--- config.mk ---
export PLATFORM = sky130hd
export DESIGN_NAME = posit_encoder_pipe
export DESIGN_NICKNAME = d
export VERILOG_FILES = /design/src/rtl/posit_pkg.sv /design/src/rtl/posit_regime_pack.sv /design/src/rtl/posit_encoder_pipe.sv
export SDC_FILE = /design/constraint.sdc
export NUM_CORES = 1
export LEC_CHECK = 0
export CAP_MARGIN = 5
export CELL_PAD_IN_SITES_DETAIL_PLACEMENT = 0
export CELL_PAD_IN_SITES_GLOBAL_PLACEMENT = 1
export CORE_ASPECT_RATIO = 0.5
export CORE_UTILIZATION = 34
export CTS_BUF_LIST = sky130_fd_sc_hd__clkbuf_16
export DETAILED_ROUTE_END_ITERATION = 8
export HOLD_SLACK_MARGIN = 0.05
export MAX_ROUTING_LAYER = met4
export PLACE_DENSITY = 0.73
export RECOVER_POWER = 50
export REMOVE_ABC_BUFFERS = 1
export SYNTH_ARGS = -nofsm -noshare
export SYNTH_HDL_FRONTEND = slang
export SYNTH_SLANG_ARGS = --single-unit
--- constraint.sdc ---
create_clock -name clk -period 1.88 [get_ports clk]
set_input_delay 0.376 -clock clk [delete_from_list [all_inputs] [get_ports clk]]
set_output_delay 0.376 -clock clk [all_outputs]
set_load 0.02 [all_outputs]
--- src/rtl/posit_pkg.sv ---
// Shared es=2 posit constants and width helpers for the encoder datapath.
package posit_pkg;

    localparam int ES = 2;

    function automatic int log2c(input int n);
        if (n == 8)  return 3;
        if (n == 16) return 4;
        if (n == 32) return 5;
        return 6;
    endfunction

    // Scale factor is {k[LN:0] signed, exp[ES-1:0]}.
    function automatic int sf_w(input int n);
        return log2c(n) + 1 + ES;
    endfunction

    function automatic int frac_w(input int n);
        return n - 5;
    endfunction

    // Regime run length is held with the same width as k.
    function automatic int len_w(input int n);
        return log2c(n) + 1;
    endfunction

endpackage

--- src/rtl/posit_regime_pack.sv ---
// Combinational body builder: regime run, terminator, exponent and fraction,
// left-aligned into N-1 bits with the first dropped bit and OR of the rest.
module posit_regime_pack
    import posit_pkg::*;
#(
    parameter  int N      = 8,
    localparam int LEN_W  = len_w(N),
    localparam int FRAC_W = frac_w(N)
) (
    input  logic              rc,
    input  logic [LEN_W-1:0]  len,
    input  logic [ES-1:0]     e,
    input  logic [FRAC_W-1:0] frac,
    output logic [N-2:0]      body,
    output logic              guard,
    output logic              sticky
);

    localparam int DROP_W = N - 2;
    localparam int FULL_W = (N - 1) + DROP_W;
    localparam logic [LEN_W-1:0] LEN_MAX = LEN_W'(N - 2);

    logic [FULL_W-1:0] full;
    logic [FULL_W-1:0] shifted;
    logic [LEN_W-1:0]  shamt;

    // Start from the longest possible run and shift out the surplus regime bits.
    assign full    = {{(N-1){rc}}, ~rc, e, frac};
    assign shamt   = LEN_MAX - len;
    assign shifted = full << shamt;

    assign body   = shifted[FULL_W-1 -: N-1];
    assign guard  = shifted[DROP_W-1];
    assign sticky = |shifted[DROP_W-2:0];

endmodule

--- src/rtl/posit_encoder_pipe.sv ---
// Two-stage posit (es=2) field encoder with valid/ready on both sides.
// Define POSIT_ENC_ROUND_EN for round-to-nearest-even; default truncates.
module posit_encoder_pipe
    import posit_pkg::*;
#(
    parameter  int N      = 8,
    localparam int LN     = log2c(N),
    localparam int SF_W   = sf_w(N),
    localparam int FRAC_W = frac_w(N),
    localparam int LEN_W  = len_w(N)
) (
    input  logic              clk,
    input  logic              rst,
    input  logic              in_valid,
    output logic              in_ready,
    input  logic              Sign,
    input  logic [SF_W-1:0]   SF,
    input  logic [FRAC_W-1:0] Frac,
    input  logic              NZN,
    input  logic              Guard,
    input  logic              Sticky,
    output logic              out_valid,
    input  logic              out_ready,
    output logic [N-1:0]      X
);

    localparam logic [LEN_W-1:0] LEN_MAX = LEN_W'(N - 2);

    function automatic logic [LEN_W-1:0] clamp_len(input logic [LEN_W-1:0] len);
        return (len > LEN_MAX) ? LEN_MAX : len;
    endfunction

    // A nonzero input must never collapse onto the zero/NaR encodings.
    function automatic logic [N-2:0] sat_nonzero(input logic [N-2:0] body);
        return (body == '0) ? {{(N-2){1'b0}}, 1'b1} : body;
    endfunction

    function automatic logic [N-2:0] round_rne(
        input logic [N-2:0] body,
        input logic         nodrop,
        input logic         g_port,
        input logic         s_port,
        input logic         g_drop,
        input logic         s_drop
    );
        logic g;
        logic s;
        g = nodrop ? g_port : g_drop;
        s = nodrop ? s_port : (s_drop | g_port | s_port);
        if (g && (s || body[0]) && !(&body)) return body + 1'b1;
        return body;
    endfunction

    logic              vld_p1;
    logic              vld_p2;
    logic              adv_p1;
    logic              adv_p2;

    logic signed [LN:0] k_p0;
    logic [ES-1:0]      exp_p0;
    logic               r_p0;
    logic [LEN_W-1:0]   len_p0;

    logic              sign_p1;
    logic              nzn_p1;
    logic              rc_p1;
    logic [LEN_W-1:0]  len_p1;
    logic [ES-1:0]     e_p1;
    logic [FRAC_W-1:0] frac_p1;
    logic              guard_p1;
    logic              sticky_p1;

    logic [N-2:0]      body_raw;
    logic              g_drop;
    logic              s_drop;
    logic [N-2:0]      body_fin;
    logic [N-1:0]      x_next;
    logic [N-1:0]      x_p2;

    assign adv_p2    = out_ready | ~vld_p2;
    assign adv_p1    = adv_p2 | ~vld_p1;
    assign in_ready  = adv_p1;
    assign out_valid = vld_p2;
    assign X         = x_p2;

    always_ff @(posedge clk or posedge rst) begin
        if (rst) begin
            vld_p1 <= 1'b0;
            vld_p2 <= 1'b0;
        end else begin
            if (adv_p1) vld_p1 <= in_valid;
            if (adv_p2) vld_p2 <= vld_p1;
        end
    end

    // ---- stage 0 -> 1: regime direction, run length and sign-folded fields
    assign k_p0   = SF[SF_W-1:ES];
    assign exp_p0 = SF[ES-1:0];
    assign r_p0   = ~k_p0[LN];

    always_comb begin
        len_p0 = clamp_len(r_p0 ? $unsigned(k_p0) : $unsigned(~k_p0));
    end

    always_ff @(posedge clk) begin
        if (adv_p1 && in_valid) begin
            sign_p1   <= Sign;
            nzn_p1    <= NZN;
            rc_p1     <= r_p0 ^ Sign;
            len_p1    <= len_p0;
            e_p1      <= exp_p0 ^ {ES{Sign}};
            frac_p1   <= Frac;
            guard_p1  <= Guard;
            sticky_p1 <= Sticky;
        end
    end

    // ---- stage 1 -> 2: pack body, optional rounding, result register
    posit_regime_pack #(.N(N)) u_pack (
        .rc     (rc_p1),
        .len    (len_p1),
        .e      (e_p1),
        .frac   (frac_p1),
        .body   (body_raw),
        .guard  (g_drop),
        .sticky (s_drop)
    );

`ifdef POSIT_ENC_ROUND_EN
    always_comb begin
        body_fin = sat_nonzero(round_rne(body_raw, (len_p1 == '0), guard_p1,
                                         sticky_p1, g_drop, s_drop));
    end
`else
    logic unused_rnd;
    assign unused_rnd = ^{guard_p1, sticky_p1, g_drop, s_drop};

    always_comb begin
        body_fin = sat_nonzero(body_raw);
    end
`endif

    always_comb begin
        x_next = nzn_p1 ? {sign_p1, body_fin} : {sign_p1, {(N-1){1'b0}}};
    end

    always_ff @(posedge clk or posedge rst) begin
        if (rst) begin
            x_p2 <= '0;
        end else if (adv_p2 && vld_p1) begin
            x_p2 <= x_next;
        end
    end

endmodule

==> flow_summary.ini, run 1 <==
[power]
p_int_mw = 1.11
p_leak_nw = 0.713
swShare = 0.291
comb_power_share = 0.328
p_seq_frac = 0.376
net-switching-power_mw = 0.454
powerDensity_mw_per_mm2 = 879
ir_drop_mv = 0.304
pwr-share-clk = 0.296

[floorplan]
core-area_sq_mm = 0.00321
core.rowCount = 14
fp.dieH_um = 44.4
io-pin-count = 27
start_util = 0.381
dieArea_sq_mm = 0.00385
die_width_um = 86.8

[finish]
nets = 176
diodes = 0
final_cell_count_no_fill = 205
mostFrequentLayoutCells = 17 x buf_4, 15 x clkdlybuf4s50_1, 12 x nand2_1
mostFrequentLayoutCell = buf_4
layout-drive-gt1-share = 0.242
area.growth.synth_to_final_pct = 45.2

[routing]
drc = 0
dr.pass1.iters = 4
drtIter0Drc = 31
via_per_inst = 5.02
wl_um = 2620
drt-wirelength-per-cell_um = 12.8
drtAntennaViolNets = 0
vias = 1030

[timing]
finalCritPeriodShare = 1.00
skew_ps = 2.58
tightest_slew_ps = 397
fmax_ghz = 0.531
finalCriticalPeriod_ps = 1880
slew_headroom = 0.735
rsz0062_at_grt = true
hold_ws_ps = 487
fin_ws_ps = -3.99
finalMaxSlewViolations = 0
setup_viol_count_final = 1
hold_viol = 0

[run_status]
status = finished, violations left
violations = setup timing

[logic_synthesis]
yosys_most_used_dff = edfxtp_1
yosysSeqAreaShare = 0.475
synthCells = 114
synth_warnings = 0
syn-mean-instance-area_sq_um = 10.7
ys_types = 41
synth-async-reset-ratio = 0.476
syn_area_sq_mm = 0.00122
synth-seq-cells = 21
synth_edf_count = 11

[grt]
grt_max_degree = 16
grt_pass1_vias = 953
grt_pass1_wl_um = 4470
overflow = 0
grtUsageTotal = 0.163
antenna_found_initial = 0

[clock_tree]
clkSinkCount = 21
clockBufferDepth = 2
ctsHtreeMaxLevel = 1
clockRootBuffer = clkbuf_16
cts-buffers-inserted = 3
clk_latency_ps = 260
cts_tree = built
clk_pin_slew_worst_paths_ps = 60

[setup_path]
required_ps = 2020
critPathKind = reg2reg
arrival_ps = 2020
endpoint_kind = register
critical_path.max_fanout = 6
start_kind = register

[placement]
gp_congestion = 0.847
dpl.hpwl_um = 2090
numPortBuffers = 24
dpl.cell_count = 199

[worst_hold_path]
hp-class = reg2reg

[run]
cap_violations = 0
[worst max-delay path: stages (launching register included)]
cell and delay, ps:
edfxtp_1 440, ha_4 350, mux2i_1 260, mux2i_1 140, o21ba_2 230, o41ai_2 350
[registers in the layout (all words and copies together) (netlist names)]
signal,flops
out_valid,1
len_p1,3
frac_p1,3
e_p1,2
rc_p1,1
vld_p1,1
sign_p1,1
X,8
nzn_p1,1
[layer usage]
metal	part of all wire	routed length [um]	track usage
met1	0.51	1340	0.224
met2	0.45	1180	0.247
met3	0.035	93	0.0336
met4	0.0038	10	0.0400
met5	0	0	-
[cell families after synthesis]
group	after synthesis	synth area share
simple gates	40	0.167
compound gates	30	0.184
flops	21	0.475
xor+xnor	9	0.0798
buf+inv	7	0.0328
mux	6	0.0512
fa+ha+maj	1	0.0102
[cell type report]
| class | count | area (sq um) |
|---|---|---|
| Sequential cell | 21 | 581 |
| Multi-Input combinational cell | 86 | 656 |
| Fill cell | 275 | 1430 |
| Clock inverter | 1 | 7.51 |
| Inverter | 3 | 11.3 |
| Timing Repair Buffer | 43 | 385 |
| Clock buffer | 3 | 75.1 |
| Tap cell | 48 | 60.1 |
[power groups by stage]
stage | registers (mW) | logic, mW | clock network, mW
2_1_floorplan | 0.635 | 0.213 | 0
3_3_place_gp | 0.590 | 0.472 | 0
3_5_place_dp | 0.592 | 0.475 | 0
4_1_cts | 0.585 | 0.494 | 0.472
5_1_grt | 0.594 | 0.556 | 0.493
6_report | 0.587 | 0.513 | 0.461
[synthesized netlist by cell type (2+ instances only)]
cell type | number | area [sq um]
nand2_1 | 12 | 45.0
edfxtp_1 | 11 | 330
dfrtp_1 | 10 | 250
nor2_1 | 8 | 30.0
o21ai_0 | 7 | 35.0
nand3_1 | 5 | 25.0
xor2_1 | 5 | 43.8
a22o_1 | 4 | 35.0
mux2i_1 | 4 | 40.0
and2_1 | 3 | 18.8
inv_1 | 3 | 11.3
nand2b_1 | 3 | 18.8
xnor2_1 | 3 | 26.3
a211o_1 | 2 | 17.5
a21oi_1 | 2 | 10.0
a22oi_1 | 2 | 15.0
buf_2 | 2 | 10.0
nor2b_1 | 2 | 12.5
nor3_1 | 2 | 10.0
o211ai_1 | 2 | 15.0
o311ai_0 | 2 | 17.5
[through the flow]
stage / setup slack (ps) / setup TNS, ps / total power [mW] / utilization / area (sq um)
after detailed placement: -143 / -623 / 1.07 / 0.506 / 1620
after global placement: -121 / -567 / 1.06 / 0.506 / 1620
after floorplan: -347 / -1040 / 0.848 / - / 1190
after CTS: 20.3 / 0 / 1.55 / 0.541 / 1740
after global routing: -42.3 / -69.0 / 1.64 / 0.554 / 1780
final: -3.99 / -3.99 / 1.56 / 0.554 / 1780
[final timing paths]
path | start | cells after the start | end | slack [ps]
max in group asynchronous | rst | 2 | X[2]$_DFFE_PP0P_ | 1060
worst min-delay path | X[6]$_DFFE_PP0P_ | 2 | X[6]$_DFFE_PP0P_ | 490
worst min register to register | X[6]$_DFFE_PP0P_ | 2 | X[6]$_DFFE_PP0P_ | 490
worst max-delay path | len_p1[1]$_SDFFCE_PN1P_ | 5 | X[0]$_DFFE_PP0P_ | -4
min in group asynchronous | rst | 2 | out_valid$_DFFE_PP0P_ | 530
worst max register to register | len_p1[1]$_SDFFCE_PN1P_ | 5 | X[0]$_DFFE_PP0P_ | -4
[timing repair]
action | 4_1_cts | 5_1_grt
buffers inserted | 1 | 1
pin swaps | 3 | 6
gates resized for setup | 6 | 9
hold buffers | 0 | 0
setup endpoints to repair | 7 | 6
(Power assumes the default switching activity.)
==> run 2, diff against run 1 <==
- PLACE_DENSITY: 0.73 -> default
- PLACE_DENSITY_LB_ADDON: default -> 0.3
==> flow_summary.ini, run 2 (synthesis gave the netlist of run 1 again) <==
[run_status]
status = finished, final reports clean

[finish]
mostFrequentLayoutCells = 17 x buf_4, 14 x clkdlybuf4s50_1, 12 x nand2_1
final_core_util = 0.553
nets = 175
layout-drive-gt1-share = 0.244
area.growth.synth_to_final_pct = 45.1
largest_reg_flops = 8
postLayoutCellArea_sq_mm = 0.00177
diodes = 0
mostFrequentLayoutCell = buf_4
n_fill_cell = 286

[timing]
finalMaxSlewViolations = 0
hold_viol = 0
finalCritPeriodShare = 0.996
tightest_slew_ps = 426
fin_ws_ps = 7.22
setup_tns_ps = 0
fmax_ghz = 0.534
rsz0062_at_grt = true
slew_headroom = 0.713
finalCriticalPeriod_ps = 1870
skew_ps = 1.46
setup_viol_count_final = 0

[floorplan]
io-pin-count = 27
start_util = 0.381
core.rowCount = 14
core-area_sq_mm = 0.00321
fp.dieH_um = 44.4
dieArea_sq_mm = 0.00385
die_width_um = 86.8

[routing]
drc = 0
met2_length_um = 1190
drtAntennaViolNets = 0
dr.pass1.iters = 4
via_per_inst = 4.92
wl_um = 2650
drt-wirelength-per-cell_um = 13.0
top_layer_used = met4
vias = 1004
wl_met1_um = 1330
drtIter0Drc = 77
wl_met3_um = 107

[placement]
gp_congestion = 0.876
numPortBuffers = 24
dp_slack_ps = -149
dpl.hpwl_um = 2090
place_area_sq_mm = 0.00163

[grt]
grt_pass1_wl_um = 4320
antenna_found_initial = 0
overflow = 0
grtUsageTotal = 0.157
grt_max_degree = 16
grt_pass1_vias = 953

[setup_path]
critical_path.max_fanout = 8
start_kind = register
arrival_ps = 2020
endpoint_kind = register
critPathKind = reg2reg
required_ps = 2030

[clock_tree]
postCtsSetupRepairBufs = 0
ctsHtreeMaxLevel = 1
clockBufferDepth = 2
cts_tree = built
cts-buffers-inserted = 3
hold_buffers = 0
clk_latency_ps = 250
clkSinkCount = 21
clockRootBuffer = clkbuf_16
clk_pin_slew_worst_paths_ps = 60

[power]
pwr-share-clk = 0.291
p_int_mw = 1.11
p_seq_frac = 0.376
p_leak_nw = 0.707
ir_drop_mv = 0.423
powerDensity_mw_per_mm2 = 880
comb_power_share = 0.333
swShare = 0.289
net-switching-power_mw = 0.452

[run]
cap_violations = 0

[worst_hold_path]
hp-class = reg2reg
==> run 2: path summary, 6_finish.rpt <==
check                                        start          endpoint  slack, ps  cells past startpoint
min in group asynchronous                      rst  X[7]$_DFFE_PP0P_        540                      2
min                              sign_p1$_DFFE_PP_  X[7]$_DFFE_PP0P_        490                      1
max in group asynchronous                      rst  X[1]$_DFFE_PP0P_       1050                      2
max                        len_p1[1]$_SDFFCE_PN1P_  X[0]$_DFFE_PP0P_          7                      7
min reg2reg                      sign_p1$_DFFE_PP_  X[7]$_DFFE_PP0P_        490                      1
max reg2reg                len_p1[1]$_SDFFCE_PN1P_  X[0]$_DFFE_PP0P_          7                      7
==> run 2: cell type report <==
type	instances	area (sq um)	area share
Multi-Input combinational cell	86	666	0.375
Clock inverter	1	7.51	0.00423
Tap cell	48	60.1	0.0339
Timing Repair Buffer	42	374	0.211
Clock buffer	3	75.1	0.0423
Sequential cell	21	581	0.327
Inverter	3	11.3	0.00635
==> run 2: power by group through the flow <==
stage	logic [mW]	registers, mW	clock network [mW]
2_1_floorplan	0.213	0.635	0
3_3_place_gp	0.481	0.590	0
3_5_place_dp	0.484	0.592	0
4_1_cts	0.491	0.585	0.463
5_1_grt	0.563	0.596	0.482
6_report	0.520	0.588	0.454
==> run 2: timing repair <==
action	CTS	global route
gates resized for setup	4	13
setup endpoints to repair	7	6
pin swaps	0	2
==> run 2: routing by layer <==
metal  vias up  GRT usage
met5         -          -
li1        514          -
met4         0     0.0500
met3         2     0.0392
met1       465      0.214
met2        23      0.230
==> run 2: per-stage QoR <==
step	cells	total power [mW]	hold slack, ps
after floorplan	110	0.848	216
after global placement	200	1.07	462
after detailed placement	200	1.08	470
after CTS	204	1.54	415
after global routing	204	1.64	511
final	204	1.56	489
==> run 2: worst max-delay path: stages, from the launching register on <==
cell	delay, ps
edfxtp_1	440
ha_4	310
nor2b_4	150
o21ai_2	170
o31ai_2	100
buf_4	140
o21ba_2	190
o41ai_2	270
==> run 3, diff against run 2 <==
- HOLD_SLACK_MARGIN: 0.05 -> 0.12
==> results of run 3 <==
The final DEF is identical to that of run 2; final timing and power are the same.
